===== config.mk =====
export PLATFORM = sky130hd
export DESIGN_NAME = adc_scan_ctrl
export DESIGN_NICKNAME = d
export VERILOG_FILES = /design/src/rtl/adc_scan_ctrl.sv
export SDC_FILE = /design/constraint.sdc
export NUM_CORES = 1
export LEC_CHECK = 0
export CAP_MARGIN = 30
export CORE_ASPECT_RATIO = 1.4
export CORE_MARGIN = 1
export CORE_UTILIZATION = 54
export DETAILED_ROUTE_END_ITERATION = 10
export HOLD_SLACK_MARGIN = 0.1
export PLACE_DENSITY_LB_ADDON = 0.15
export SETUP_SLACK_MARGIN = 0.2
export SLEW_MARGIN = 20
export SYNTH_ARGS = -nofsm -noshare
export SYNTH_HDL_FRONTEND = slang
export SYNTH_SLANG_ARGS = --single-unit

===== constraint.sdc =====
create_clock -name clk -period 5.8 [get_ports clk]
set_input_delay 0.58 -clock clk [delete_from_list [all_inputs] [get_ports clk]]
set_output_delay 0.58 -clock clk [all_outputs]
set_load 0.005 [all_outputs]

===== src/rtl/adc_scan_ctrl.sv =====
// SPI scan master for ADC128S102-family converters: masked multi-channel scans
// with pipelined addressing, continuous mode and a per-channel result file.
module adc_scan_ctrl #(
  parameter int unsigned N_CH    = 8,
  parameter int unsigned RES     = 12,
  parameter int unsigned CLK_DIV = 4,
  parameter int unsigned GAP_CYC = 16
) (
  input  logic            clk,
  input  logic            rst,
  input  logic            start,
  input  logic            abort,
  input  logic            cont,
  input  logic [N_CH-1:0] ch_mask,
  output logic            busy,
  output logic            done,
  output logic            err,
  output logic            res_stb,
  output logic [2:0]      res_ch,
  output logic [RES-1:0]  res_data,
  input  logic [2:0]      rd_ch,
  output logic [RES-1:0]  rd_data,
  output logic [N_CH-1:0] valid,
  output logic            SCLK,
  output logic            CSn,
  output logic            DIN,
  input  logic            DOUT
);

  localparam int unsigned CNT_MAX = (CLK_DIV > GAP_CYC) ? CLK_DIV : GAP_CYC;
  localparam int unsigned CNT_W   = $clog2(CNT_MAX);
  localparam logic [CNT_W-1:0] DIV_LAST = CNT_W'(CLK_DIV - 1);
  localparam logic [CNT_W-1:0] GAP_LAST = CNT_W'(GAP_CYC - 1);

  typedef enum logic [2:0] {
    S_IDLE,
    S_SETUP,
    S_SHIFT,
    S_HOLD,
    S_GAP
  } state_t;

  state_t           state_q, state_d;
  logic [CNT_W-1:0] cnt_q, cnt_d;
  logic [3:0]       bit_q, bit_d;
  logic [3:0]       frm_q, frm_d;
  logic [3:0]       m_q, m_d;
  logic [7:0][2:0]  list_q, list_d;
  logic [11:0]      sr_q, sr_d;
  logic             sclk_q, sclk_d;
  logic             csn_q, csn_d;
  logic             din_q, din_d;
  logic             busy_q, busy_d;
  logic             done_q, done_d;
  logic             err_q, err_d;
  logic             res_stb_q, res_stb_d;
  logic [2:0]       res_ch_q, res_ch_d;
  logic [RES-1:0]   res_data_q, res_data_d;
  logic [N_CH-1:0]  valid_q, valid_d;
  logic [RES-1:0]   regs_q [8];

  logic [7:0][2:0]  scan_list;
  logic [3:0]       scan_m;
  logic [2:0]       frm_addr;
  logic [2:0]       stb_ch;
  logic [3:0]       bit_nx;
  logic             div_last;

  // Ascending list of enabled channels and its length, from the live mask
  always_comb begin
    scan_list = '0;
    scan_m    = '0;
    for (int i = 0; i < N_CH; i++) begin
      if (ch_mask[i]) begin
        scan_list[scan_m[2:0]] = 3'(i);
        scan_m                 = scan_m + 4'd1;
      end
    end
  end

  // The extra frame after the last channel re-addresses c[0] as a dummy
  assign frm_addr = (frm_q < m_q) ? list_q[frm_q[2:0]] : list_q[0];
  assign stb_ch   = list_q[3'(frm_q - 4'd1)];
  assign bit_nx   = bit_q + 4'd1;
  assign div_last = (cnt_q == DIV_LAST);

  function automatic logic addr_bit(input logic [3:0] b, input logic [2:0] a);
    case (b)
      4'd2:    return a[2];
      4'd3:    return a[1];
      4'd4:    return a[0];
      default: return 1'b0;
    endcase
  endfunction

  always_comb begin
    state_d    = state_q;
    cnt_d      = cnt_q;
    bit_d      = bit_q;
    frm_d      = frm_q;
    m_d        = m_q;
    list_d     = list_q;
    sr_d       = sr_q;
    sclk_d     = sclk_q;
    csn_d      = csn_q;
    din_d      = din_q;
    busy_d     = busy_q;
    done_d     = 1'b0;
    err_d      = 1'b0;
    res_stb_d  = 1'b0;
    res_ch_d   = res_ch_q;
    res_data_d = res_data_q;
    valid_d    = valid_q;

    case (state_q)
      S_IDLE: begin
        busy_d = 1'b0;
        if (start) begin
          if (scan_m == 4'd0) begin
            err_d = 1'b1;
          end else begin
            list_d  = scan_list;
            m_d     = scan_m;
            cnt_d   = '0;
            csn_d   = 1'b0;
            sclk_d  = 1'b1;
            din_d   = 1'b0;
            busy_d  = 1'b1;
            state_d = S_SETUP;
          end
        end
      end

      S_SETUP: begin
        if (div_last) begin
          cnt_d   = '0;
          sclk_d  = 1'b0;
          bit_d   = '0;
          frm_d   = '0;
          din_d   = 1'b0;
          state_d = S_SHIFT;
        end else begin
          cnt_d = cnt_q + CNT_W'(1);
        end
      end

      S_SHIFT: begin
        // First cycle after a frame's last rising edge: data is complete
        if (sclk_q && cnt_q == '0 && bit_q == 4'd15 && frm_q != 4'd0) begin
          res_stb_d  = 1'b1;
          res_ch_d   = stb_ch;
          res_data_d = sr_q[11 -: RES];
          for (int i = 0; i < N_CH; i++) begin
            if (stb_ch == 3'(i)) valid_d[i] = 1'b1;
          end
        end
        if (!div_last) begin
          cnt_d = cnt_q + CNT_W'(1);
        end else begin
          cnt_d = '0;
          if (!sclk_q) begin
            sclk_d = 1'b1;
            sr_d   = {sr_q[10:0], DOUT};
          end else if (bit_q != 4'd15) begin
            sclk_d = 1'b0;
            bit_d  = bit_nx;
            din_d  = addr_bit(bit_nx, frm_addr);
          end else if (frm_q == m_q) begin
            state_d = S_HOLD;
          end else begin
            sclk_d = 1'b0;
            bit_d  = '0;
            frm_d  = frm_q + 4'd1;
            din_d  = 1'b0;
          end
        end
      end

      S_HOLD: begin
        if (div_last) begin
          cnt_d   = '0;
          csn_d   = 1'b1;
          din_d   = 1'b0;
          done_d  = 1'b1;
          state_d = cont ? S_GAP : S_IDLE;
        end else begin
          cnt_d = cnt_q + CNT_W'(1);
        end
      end

      S_GAP: begin
        if (cnt_q == GAP_LAST) begin
          cnt_d = '0;
          if (scan_m == 4'd0) begin
            err_d   = 1'b1;
            busy_d  = 1'b0;
            state_d = S_IDLE;
          end else begin
            list_d  = scan_list;
            m_d     = scan_m;
            csn_d   = 1'b0;
            state_d = S_SETUP;
          end
        end else begin
          cnt_d = cnt_q + CNT_W'(1);
        end
      end

      default: state_d = S_IDLE;
    endcase

    // Abort drops the bus at once; a partial frame never reaches the strobe
    if (abort) begin
      state_d   = S_IDLE;
      cnt_d     = '0;
      csn_d     = 1'b1;
      sclk_d    = 1'b1;
      din_d     = 1'b0;
      busy_d    = 1'b0;
      done_d    = 1'b0;
      err_d     = 1'b0;
      res_stb_d = 1'b0;
      valid_d   = valid_q;
    end
  end

  always_ff @(posedge clk or posedge rst) begin
    if (rst) begin
      state_q    <= S_IDLE;
      cnt_q      <= '0;
      bit_q      <= '0;
      frm_q      <= '0;
      m_q        <= '0;
      list_q     <= '0;
      sr_q       <= '0;
      sclk_q     <= 1'b1;
      csn_q      <= 1'b1;
      din_q      <= 1'b0;
      busy_q     <= 1'b0;
      done_q     <= 1'b0;
      err_q      <= 1'b0;
      res_stb_q  <= 1'b0;
      res_ch_q   <= '0;
      res_data_q <= '0;
      valid_q    <= '0;
    end else begin
      state_q    <= state_d;
      cnt_q      <= cnt_d;
      bit_q      <= bit_d;
      frm_q      <= frm_d;
      m_q        <= m_d;
      list_q     <= list_d;
      sr_q       <= sr_d;
      sclk_q     <= sclk_d;
      csn_q      <= csn_d;
      din_q      <= din_d;
      busy_q     <= busy_d;
      done_q     <= done_d;
      err_q      <= err_d;
      res_stb_q  <= res_stb_d;
      res_ch_q   <= res_ch_d;
      res_data_q <= res_data_d;
      valid_q    <= valid_d;
    end
  end

  // Written at the end of the strobe cycle so a same-cycle read sees the old value
  always_ff @(posedge clk or posedge rst) begin
    if (rst) begin
      for (int i = 0; i < 8; i++) regs_q[i] <= '0;
    end else if (res_stb_q) begin
      regs_q[res_ch_q] <= res_data_q;
    end
  end

  assign rd_data  = (32'(rd_ch) < N_CH) ? regs_q[rd_ch] : '0;
  assign busy     = busy_q;
  assign done     = done_q;
  assign err      = err_q;
  assign res_stb  = res_stb_q;
  assign res_ch   = res_ch_q;
  assign res_data = res_data_q;
  assign valid    = valid_q;
  assign SCLK     = sclk_q;
  assign CSn      = csn_q;
  assign DIN      = din_q;

endmodule

==> results of run 1 <==
per-stage QoR:
stage                     setup TNS (ns)  instance area [sq um]  hold slack [ns]
after global routing                   0                  11600            0.454
after detailed placement           -3.36                  10800            0.459
final                                  0                  11600            0.452
after global placement                 0                  10800            0.443
after CTS                              0                  11400            0.474
after floorplan                        0                   9850            0.441
timing repair:
item                       CTS  global route
setup endpoints to repair    0            34
buffers inserted             0             1
hold buffers                 0             0
gates resized for setup      0             8
kinds of logic (layout without fill, tap and decap cells):
| kind of cell | after synthesis | after routing | synth area share |
|---|---|---|---|
| compound gates | 143 | 143 | 0.0957 |
| buf+inv | 82 | 169 | 0.0361 |
| xor+xnor | 18 | 18 | 0.0227 |
| mux | 171 | 171 | 0.237 |
| fa+ha+maj | 23 | 23 | 0.0301 |
| flops | 181 | 181 | 0.462 |
| simple gates | 246 | 246 | 0.117 |
area by class of cell:
type	instances	area [sq um]
Clock buffer	19	443
Clock inverter	13	143
Fill cell	1436	6280
Inverter	29	116
Multi-Input combinational cell	601	5010
Sequential cell	181	4530
Tap cell	240	300
Timing Repair Buffer	108	1040
Yosys cell counts, drive strengths merged, types with 2 or more instances:
cell type / count / area share
o22a: 4 / 0.0036
or4: 2 / 0.0015
nand2b: 6 / 0.0038
xor2: 6 / 0.0054
o21a: 4 / 0.0031
nor2b: 14 / 0.0089
a21o: 18 / 0.014
inv: 29 / 0.011
a21oi: 31 / 0.016
o21ai: 41 / 0.021
xnor2: 9 / 0.010
a21boi: 4 / 0.0031
clkbuf: 32 / 0.012
nand2: 103 / 0.039
nand3: 11 / 0.0056
mux4: 36 / 0.083
a31oi: 7 / 0.0045
o22ai: 2 / 0.0013
nand4: 5 / 0.0032
buf: 21 / 0.013
ha: 22 / 0.028
mux2: 127 / 0.15
nor4: 6 / 0.0038
nor2: 48 / 0.018
or2: 4 / 0.0026
nor3: 19 / 0.0097
nand4b: 3 / 0.0027
xnor3: 2 / 0.0046
or3: 2 / 0.0013
a221oi: 4 / 0.0036
and3: 9 / 0.0057
dfrtp: 179 / 0.46
dfstp: 2 / 0.0054
a22oi: 2 / 0.0015
a211oi: 5 / 0.0038
a311oi: 2 / 0.0018
o31ai: 5 / 0.0052
mux2i: 8 / 0.0082
nor3b: 7 / 0.0054
a2bb2oi: 2 / 0.0018
and2: 5 / 0.0032
critical path, delay by kind of cell:
family / cells / cell delay (ns)
AOI/OAI and AO/OA: 8 / 1.41
adders and majority gates: 6 / 1.80
buffers and inverters: 9 / 1.20
muxes: 1 / 0.15
and+or+nand+nor: 5 / 0.54
routing by layer:
metal	vias to the layer above	GRT usage	part of all wire
met4	0	0.121	0.031
met3	40	0.0338	0.021
li1	3260	-	-
met2	116	0.479	0.56
met5	-	0	0
met1	3459	0.289	0.38
power breakdown:
| part | total (uW) | internal [uW] | switching (uW) |
|---|---|---|---|
| Sequential | 1440 | 1360 | 85.0 |
| Combinational | 835 | 392 | 443 |
| Clock | 1130 | 619 | 510 |
how the worst min path moves through the flow:
stage                         to  cells past startpoint  slack [ns]      from
CTS                     valid[2]                      1        0.47  valid[2]
finish                regs_q[20]                      2        0.45       rst
detailed placement      valid[2]                      1        0.46  valid[2]
floorplan           res_data[11]                      2        0.44  sr_q[11]
global route           regs_q[8]                      2        0.45       rst
global placement        valid[7]                      1        0.44  valid[7]
state kept, by name, indices dropped and copies added, names as in the netlist, 3 cells and up:
name / flops
sr_q: 12
valid: 8
regs_q: 96
cnt_q: 4
bit_q: 4
res_ch: 3
m_q: 4
list_q: 24
state_q: 3
res_data: 12
frm_q: 4
==> results.sh, run 1 <==
export IMPL_netlist_area_sq_um=9810
export IMPL_die_h_microns=161
export IMPL_power_density_nw_per_um2=294
export IMPL_ant_nets=0
export IMPL_ys_types=68
export IMPL_port_buffers=58
export IMPL_syn_mean_instance_area_sq_um=11.4
export IMPL_crit_path_top_delay_cell="fa_1"
export IMPL_arrival_ns=5.69
export IMPL_layout_setup_ws_ns=0.431
export IMPL_worstSkewPairLatency_ns=0.43
export IMPL_regToRegSetupSlack_ns=2.89
export IMPL_fmax_mhz=186
export IMPL_fp_coreArea_sq_um=17900
export IMPL_area_delta_synth_final_pct=18.0
export IMPL_tightest_slew_ns=0.935
export IMPL_post_route_min_period_ns=5.37
export IMPL_r2r_cells=6
export IMPL_start_util=0.550
export IMPL_top_level_ports=59
export IMPL_preCtsSetupSlack_ns=-0.165
export IMPL_endpoint="list_q[20]"
export IMPL_dp_cells=1153
export IMPL_final_nets=978
export IMPL_hpwl_microns=16500
export IMPL_cts_made_buffers=17
export IMPL_grt_max_degree=105
export IMPL_rsz0062_at_grt="no"
export IMPL_status="complete, no violations"
export IMPL_power_total_uw=3410
export IMPL_ys_ff_latch=181
export IMPL_critical_path_class="input port to register"
export IMPL_ys_flop_type="dfrtp_1"
export IMPL_final_cells=1191
export IMPL_max_slew_margin=0.373
export IMPL_synth_enable_flop_cells=0
export IMPL_path_max_fanout=6
export IMPL_slew_viol_final=0
export IMPL_min_path_type="input port to async pin"
export IMPL_worstSetupStartpoint="ch_mask[2]"
export IMPL_synth_async_sr_flop_share=1.00
export IMPL_gp_congestion=0.890
export IMPL_finalHoldViolations=0
export IMPL_layout_common_cells="179 x dfrtp_1, 126 x mux2_2, 103 x nand2_1"
export IMPL_synth_nets=904
export IMPL_fin_skew_ns=0.0117
export IMPL_die_area_sq_um=18700
export IMPL_drc_errors=0
export IMPL_drtIter0Drc=483
export IMPL_cts_tree="built"
export IMPL_ys_seq_area_frac=0.462
export IMPL_layout_commonest_cell="dfrtp_1"
export IMPL_irDropWorstVdd_mv=0.185
export IMPL_num_vias=6875
export IMPL_start_kind="input port"
export IMPL_rows=58
export IMPL_die_w_microns=116
export IMPL_grt_pass1_vias=7257
export IMPL_grtUsageTotal=0.259
export IMPL_antenna_cells=0
export IMPL_timing_rr_start="frm_q[0]"
export IMPL_maxCapViolCount=0
export IMPL_cts_sinks=181
export IMPL_drive_gt1_frac=0.284
export IMPL_p_leak_uw=0.00551
export IMPL_ys_warn_count=0
export IMPL_wl_per_cell_microns=19.2
export IMPL_endpoint_kind="register"
export IMPL_antenna_found_initial=0
export IMPL_setup_violations=0
export IMPL_routed_wl_microns=22800
export IMPL_cpPeakStageDelay_ns=0.50
export IMPL_via_per_inst=5.77
export IMPL_grt_overflow=0
export IMPL_fin_util=0.648
export IMPL_cp_required_ns=6.12
export IMPL_fin_crit_sh=0.926
export IMPL_cts_root_buffer="clkbuf_16"
export IMPL_r2r_end="valid[6]"
export IMPL_dr_pass1_iters=6
export IMPL_clkTransAtPathRegs_ns=0.07
export IMPL_cts_buffer_depth=2
export IMPL_grt_pass1_wl_microns=37000
export IMPL_synth_cells=864
export IMPL_htreeDepth=4
No activity file was read; power rests on OpenSTA's default activity.
==> run 2: changes to the inputs <==
Settings changed: GPL_TIMING_DRIVEN set to 0.
==> run 2 against run 1 <==
  * Die area did not move
  * Sequential power barely moved
  * Non-clock buffer count rose by 6
  * Flip-flop and latch count did not move
  * Fmax rose by 0.78%
  * Global-route usage fell by 0.080 points
  * First-iteration DRC count fell by 14%
  * Clock skew rose by 0.00072 ns
  * Clock power barely moved
  * Count of clock-buffer cells in the layout fell by 2
  * Setup slack improved by 0.042 ns
  * Power fell by 0.95%
  * Critical path type unchanged
  * Critical endpoint is now list_q[1]
  * Highest routed layer unchanged
==> results.sh, run 2 (same netlist as run 1, synthesis figures left out) <==
export IMPL_status="complete, no violations"
export IMPL_grt_pass1_vias=7052
export IMPL_die_area_sq_um=18700
export IMPL_rows=58
export IMPL_top_level_ports=59
export IMPL_rsz0062_at_grt="no"
export IMPL_via_per_inst=5.78
export IMPL_place_area_sq_um=10700
export IMPL_die_w_microns=116
export IMPL_slew_viol_final=0
export IMPL_critical_path_class="input port to register"
export IMPL_fin_skew_ns=0.0124
export IMPL_reg_top3="regs_q: 96 flops, list_q: 24 flops"
export IMPL_gp_congestion=0.906
export IMPL_final_fill_count=1449
export IMPL_dp_cells=1157
export IMPL_hpwl_microns=16300
export IMPL_cts_tree="built"
export IMPL_power_density_nw_per_um2=295
export IMPL_min_path_type="register to register"
export IMPL_fp_coreArea_sq_um=17900
export IMPL_drive_gt1_frac=0.262
export IMPL_tightest_slew_ns=0.874
export IMPL_finalHoldViolations=0
export IMPL_final_cells=1196
export IMPL_start_kind="input port"
export IMPL_setup_violations=0
export IMPL_grtUsageTotal=0.258
export IMPL_arrival_ns=5.64
export IMPL_layout_setup_ws_ns=0.473
export IMPL_cpPeakStageDelay_ns=0.55
export IMPL_dr_pass1_iters=5
export IMPL_ant_nets=0
export IMPL_drtIter0Drc=415
export IMPL_antenna_cells=0
export IMPL_final_nets=984
export IMPL_fin_crit_sh=0.919
export IMPL_grt_max_degree=94
export IMPL_area_delta_synth_final_pct=16.7
export IMPL_irDropWorstVdd_mv=0.158
export IMPL_fmax_mhz=188
export IMPL_worstSkewPairLatency_ns=0.43
export IMPL_path_max_fanout=10
export IMPL_layout_commonest_cell="dfrtp_1"
export IMPL_max_slew_margin=0.417
export IMPL_post_route_min_period_ns=5.33
export IMPL_crit_path_top_delay_cell="fa_1"
export IMPL_endpoint_kind="register"
export IMPL_hold_buffers=0
export IMPL_die_h_microns=161
export IMPL_fin_tns_setup_ns=0
export IMPL_routed_wl_microns=22600
export IMPL_final_area_sq_um=11400
export IMPL_start_util=0.550
export IMPL_clkTransAtPathRegs_ns=0.07
export IMPL_largest_register_ffs=96
export IMPL_grt_overflow=0
export IMPL_p_leak_uw=0.00537
export IMPL_grt_pass1_wl_microns=36600
export IMPL_layout_common_cells="179 x dfrtp_1, 126 x mux2_2, 103 x nand2_1"
export IMPL_top_register="regs_q"
export IMPL_htreeDepth=4
export IMPL_cts_made_buffers=17
export IMPL_drc_errors=0
export IMPL_preCtsSetupSlack_ns=-0.924
export IMPL_num_vias=6918
export IMPL_cts_buffer_depth=2
export IMPL_antenna_found_initial=0
export IMPL_cts_root_buffer="clkbuf_16"
export IMPL_port_buffers=51
export IMPL_maxCapViolCount=0
export IMPL_cts_sinks=181
export IMPL_wl_per_cell_microns=18.9
export IMPL_cp_required_ns=6.11
## run 2: path summary, 6_finish.rpt
| path | start | endpoint | slack, ns | cells after the start |
|---|---|---|---|---|
| setup / recovery | ch_mask[0] | list_q[1] | 0.47 | 30 |
| hold / removal | CSn | CSn | 0.46 | 2 |
| setup reg to reg | frm_q[0] | valid[6] | 2.28 | 9 |
| hold reg to reg | CSn | CSn | 0.46 | 2 |
| max in group asynchronous | rst | valid[7] | 4.26 | 3 |
| min in group asynchronous | rst | regs_q[44] | 0.65 | 2 |
## run 2: stage by stage
| step | power, uW | hold WS [ns] | utilization |
|---|---|---|---|
| 2_1_floorplan | 1980 | 0.441 | - |
| 3_3_place_gp | 2160 | 0.445 | 0.597 |
| 3_5_place_dp | 2180 | 0.449 | 0.600 |
| 4_1_cts | 3370 | 0.460 | 0.638 |
| 5_1_grt | 3540 | 0.477 | 0.641 |
| 6_report | 3370 | 0.456 | 0.641 |
## run 2: cell type report
class | instances | area (sq um) | area share
Sequential cell | 181 | 4530 | 0.396
Timing Repair Buffer | 61 | 613 | 0.0536
Tap cell | 240 | 300 | 0.0262
Multi-Input combinational cell | 601 | 5030 | 0.440
Buffer | 53 | 262 | 0.0228
Inverter | 29 | 119 | 0.0104
Clock inverter | 14 | 161 | 0.0141
Clock buffer | 17 | 425 | 0.0372
## run 2: routing by layer
layer | vias to the layer above | global-route usage | share of wire
li1 | 3266 | - | -
met1 | 3471 | 0.298 | 0.40
met2 | 133 | 0.465 | 0.54
met3 | 48 | 0.0402 | 0.023
met4 | 0 | 0.117 | 0.034
met5 | - | 0 | 0
## run 2: timing repair
action / CTS / global route
setup endpoints to repair: 38 / 37
cloned: 1 / 0
resized for setup: 11 / 11
buffers inserted: 6 / 0
pin swaps: 1 / 3
hold endpoints to repair: 0 / 0
## run 2: worst max-delay path, delay by kind of cell
family	cells	cell delay (ns)
simple gates	5	0.45
buf+inv	11	1.16
compound gates	6	1.16
fa+ha+maj	6	1.81
mux	2	0.48
## run 2: where the power goes
part / switching [uW] / total, uW / internal, uW / leakage [uW]
clock network: 535 / 1150 / 612 / 0.000282
logic: 447 / 798 / 352 / 0.00260
registers: 73.4 / 1430 / 1350 / 0.00249
==> run 3: changes to the inputs <==
Settings changed: CORE_UTILIZATION 54 to 60, SLEW_MARGIN 20 to 40.
Clock period 5.8 ns to 5.5 ns, I/O delays scaled along.
==> run 3 against run 2 <==
  * Flip-flop and latch count unchanged
  * Sequential share of layout area down 0.74 points
  * Cell count down 2.8%
  * Global-route usage up 4.1 points
  * Sequential power up 6%
  * Register-to-register slack worse by 0.42 ns
  * Largest power group unchanged
==> results.sh, run 3 (same netlist as run 1, synthesis figures left out) <==
export IMPL_die_h_microns=153
export IMPL_fin_skew_ns=0.0106
export IMPL_critical_path_class="input port to register"
export IMPL_ant_nets=0
export IMPL_endpoint_kind="register"
export IMPL_dp_cells=1119
export IMPL_min_path_type="input port to async pin"
export IMPL_setup_violations=0
export IMPL_port_buffers=51
export IMPL_drtIter0Drc=447
export IMPL_drc_errors=0
export IMPL_arrival_ns=5.43
export IMPL_cts_buffer_depth=2
export IMPL_max_slew_margin=0.452
export IMPL_power_density_nw_per_um2=313
export IMPL_worstSkewPairLatency_ns=0.43
export IMPL_clkTransAtPathRegs_ns=0.07
export IMPL_status="complete, no violations"
export IMPL_layout_common_cells="179 x dfrtp_1, 126 x mux2_2, 102 x nand2_1"
export IMPL_largest_register_ffs=96
export IMPL_preCtsSetupSlack_ns=-1.02
export IMPL_hpwl_microns=17600
export IMPL_fp_coreArea_sq_um=15800
export IMPL_drive_gt1_frac=0.279
export IMPL_crit_path_top_delay_cell="fa_1"
export IMPL_num_vias=7156
export IMPL_die_w_microns=110
export IMPL_cpPeakStageDelay_ns=0.55
export IMPL_tightest_slew_ns=0.822
export IMPL_layout_setup_ws_ns=0.385
export IMPL_timing_rr_start="frm_q[0]"
export IMPL_cts_made_buffers=17
export IMPL_irDropWorstVdd_mv=0.274
export IMPL_top_register="regs_q"
export IMPL_grtUsageTotal=0.300
export IMPL_hold_buffers=0
export IMPL_path_max_fanout=7
export IMPL_fin_crit_sh=0.930
export IMPL_start_kind="input port"
export IMPL_r2r_end="valid[6]"
export IMPL_area_delta_synth_final_pct=18.9
export IMPL_finalHoldViolations=0
export IMPL_top_level_ports=59
export IMPL_antenna_cells=0
export IMPL_start_util=0.621
export IMPL_final_cells=1163
export IMPL_maxCapViolCount=0
export IMPL_cts_sinks=181
export IMPL_rows=54
export IMPL_via_per_inst=6.15
export IMPL_antenna_found_initial=0
export IMPL_post_route_min_period_ns=5.12
export IMPL_grt_pass1_vias=7449
export IMPL_htreeDepth=4
export IMPL_grt_max_degree=28
export IMPL_final_fill_count=1150
export IMPL_fmax_mhz=195
export IMPL_grt_pass1_wl_microns=37800
export IMPL_cts_tree="built"
export IMPL_routed_wl_microns=23600
export IMPL_rsz0062_at_grt="no"
export IMPL_cts_root_buffer="clkbuf_16"
export IMPL_slew_viol_final=0
export IMPL_reg_top3="regs_q: 96 flops, list_q: 24 flops"
export IMPL_regToRegSetupSlack_ns=1.86
export IMPL_dr_pass1_iters=5
export IMPL_gp_congestion=0.884
export IMPL_wl_per_cell_microns=20.3
export IMPL_grt_overflow=0
export IMPL_p_leak_uw=0.00547
export IMPL_final_nets=995
export IMPL_cp_required_ns=5.81
export IMPL_r2r_cells=9
export IMPL_die_area_sq_um=16900
export IMPL_layout_commonest_cell="dfrtp_1"
-- run 3: cell types whose count changed in the layout (fill, tap and decap cells not counted), sizes merged --
cell,change
inv,-6
clkinv,+2
bufinv,+2
clkbuf,-1
clkinvlp,+2
buf,+12
-- run 3: critical path, delay by kind of cell --
kind / cells / cell delay (ns)
adders and majority gates: 6 / 1.77
AOI/OAI and AO/OA: 6 / 1.09
buffers and inverters: 11 / 1.04
muxes: 2 / 0.48
and+or+nand+nor: 5 / 0.46
-- run 3: what timing repair did --
item,4_1_cts,5_1_grt
setup buffers,9,3
resized for setup,16,21
setup endpoints to repair,38,38
gates cloned,1,0
pin swaps,3,5
-- run 3: power breakdown --
part	switching [uW]	internal [uW]	total, uW
Combinational	497	408	905
Clock	517	717	1230
Sequential	83.3	1430	1510
Total	1100	2560	3650
-- run 3: metrics by stage --
step	area [sq um]	utilization	setup TNS, ns	power (uW)	hold WS [ns]
floorplan	9900	-	0	2110	0.441
global placement	10700	0.674	-26.94	2290	0.445
detailed placement	10800	0.686	-32.63	2340	0.445
CTS	11600	0.731	0	3620	0.381
global route	11700	0.738	0	3810	0.395
finish	11700	0.738	0	3650	0.386
-- run 3: cell type report --
cell class                      count  area [sq um]  share of cell area
Tap cell                          196           245              0.0210
Timing Repair Buffer               72           792              0.0679
Buffer                             53           264              0.0226
Clock inverter                     14           179              0.0153
Sequential cell                   181          4530               0.389
Inverter                           29           123              0.0105
Multi-Input combinational cell    601          5100               0.438
Clock buffer                       17           425              0.0365
-- run 3: per-layer routing --
layer	part of all wire	vias up	track usage	wire length [microns]
li1	-	3295	-	-
met1	0.37	3644	0.325	8690
met2	0.57	163	0.556	13400
met3	0.027	54	0.0486	627
met4	0.036	0	0.133	847
met5	0	-	0	0
-- run 3: how the worst max path moves through the flow --
stage	startpoint	end	slack [ns]	depth (start not counted)
2_1_floorplan	ch_mask[2]	list_q[1]	0.09	30
3_3_place_gp	ch_mask[0]	busy	-0.85	30
3_5_place_dp	ch_mask[0]	DIN	-1.02	30
4_1_cts	ch_mask[0]	list_q[12]	0.21	29
5_1_grt	ch_mask[1]	cnt_q[0]	0.20	31
6_report	ch_mask[1]	list_q[12]	0.38	30
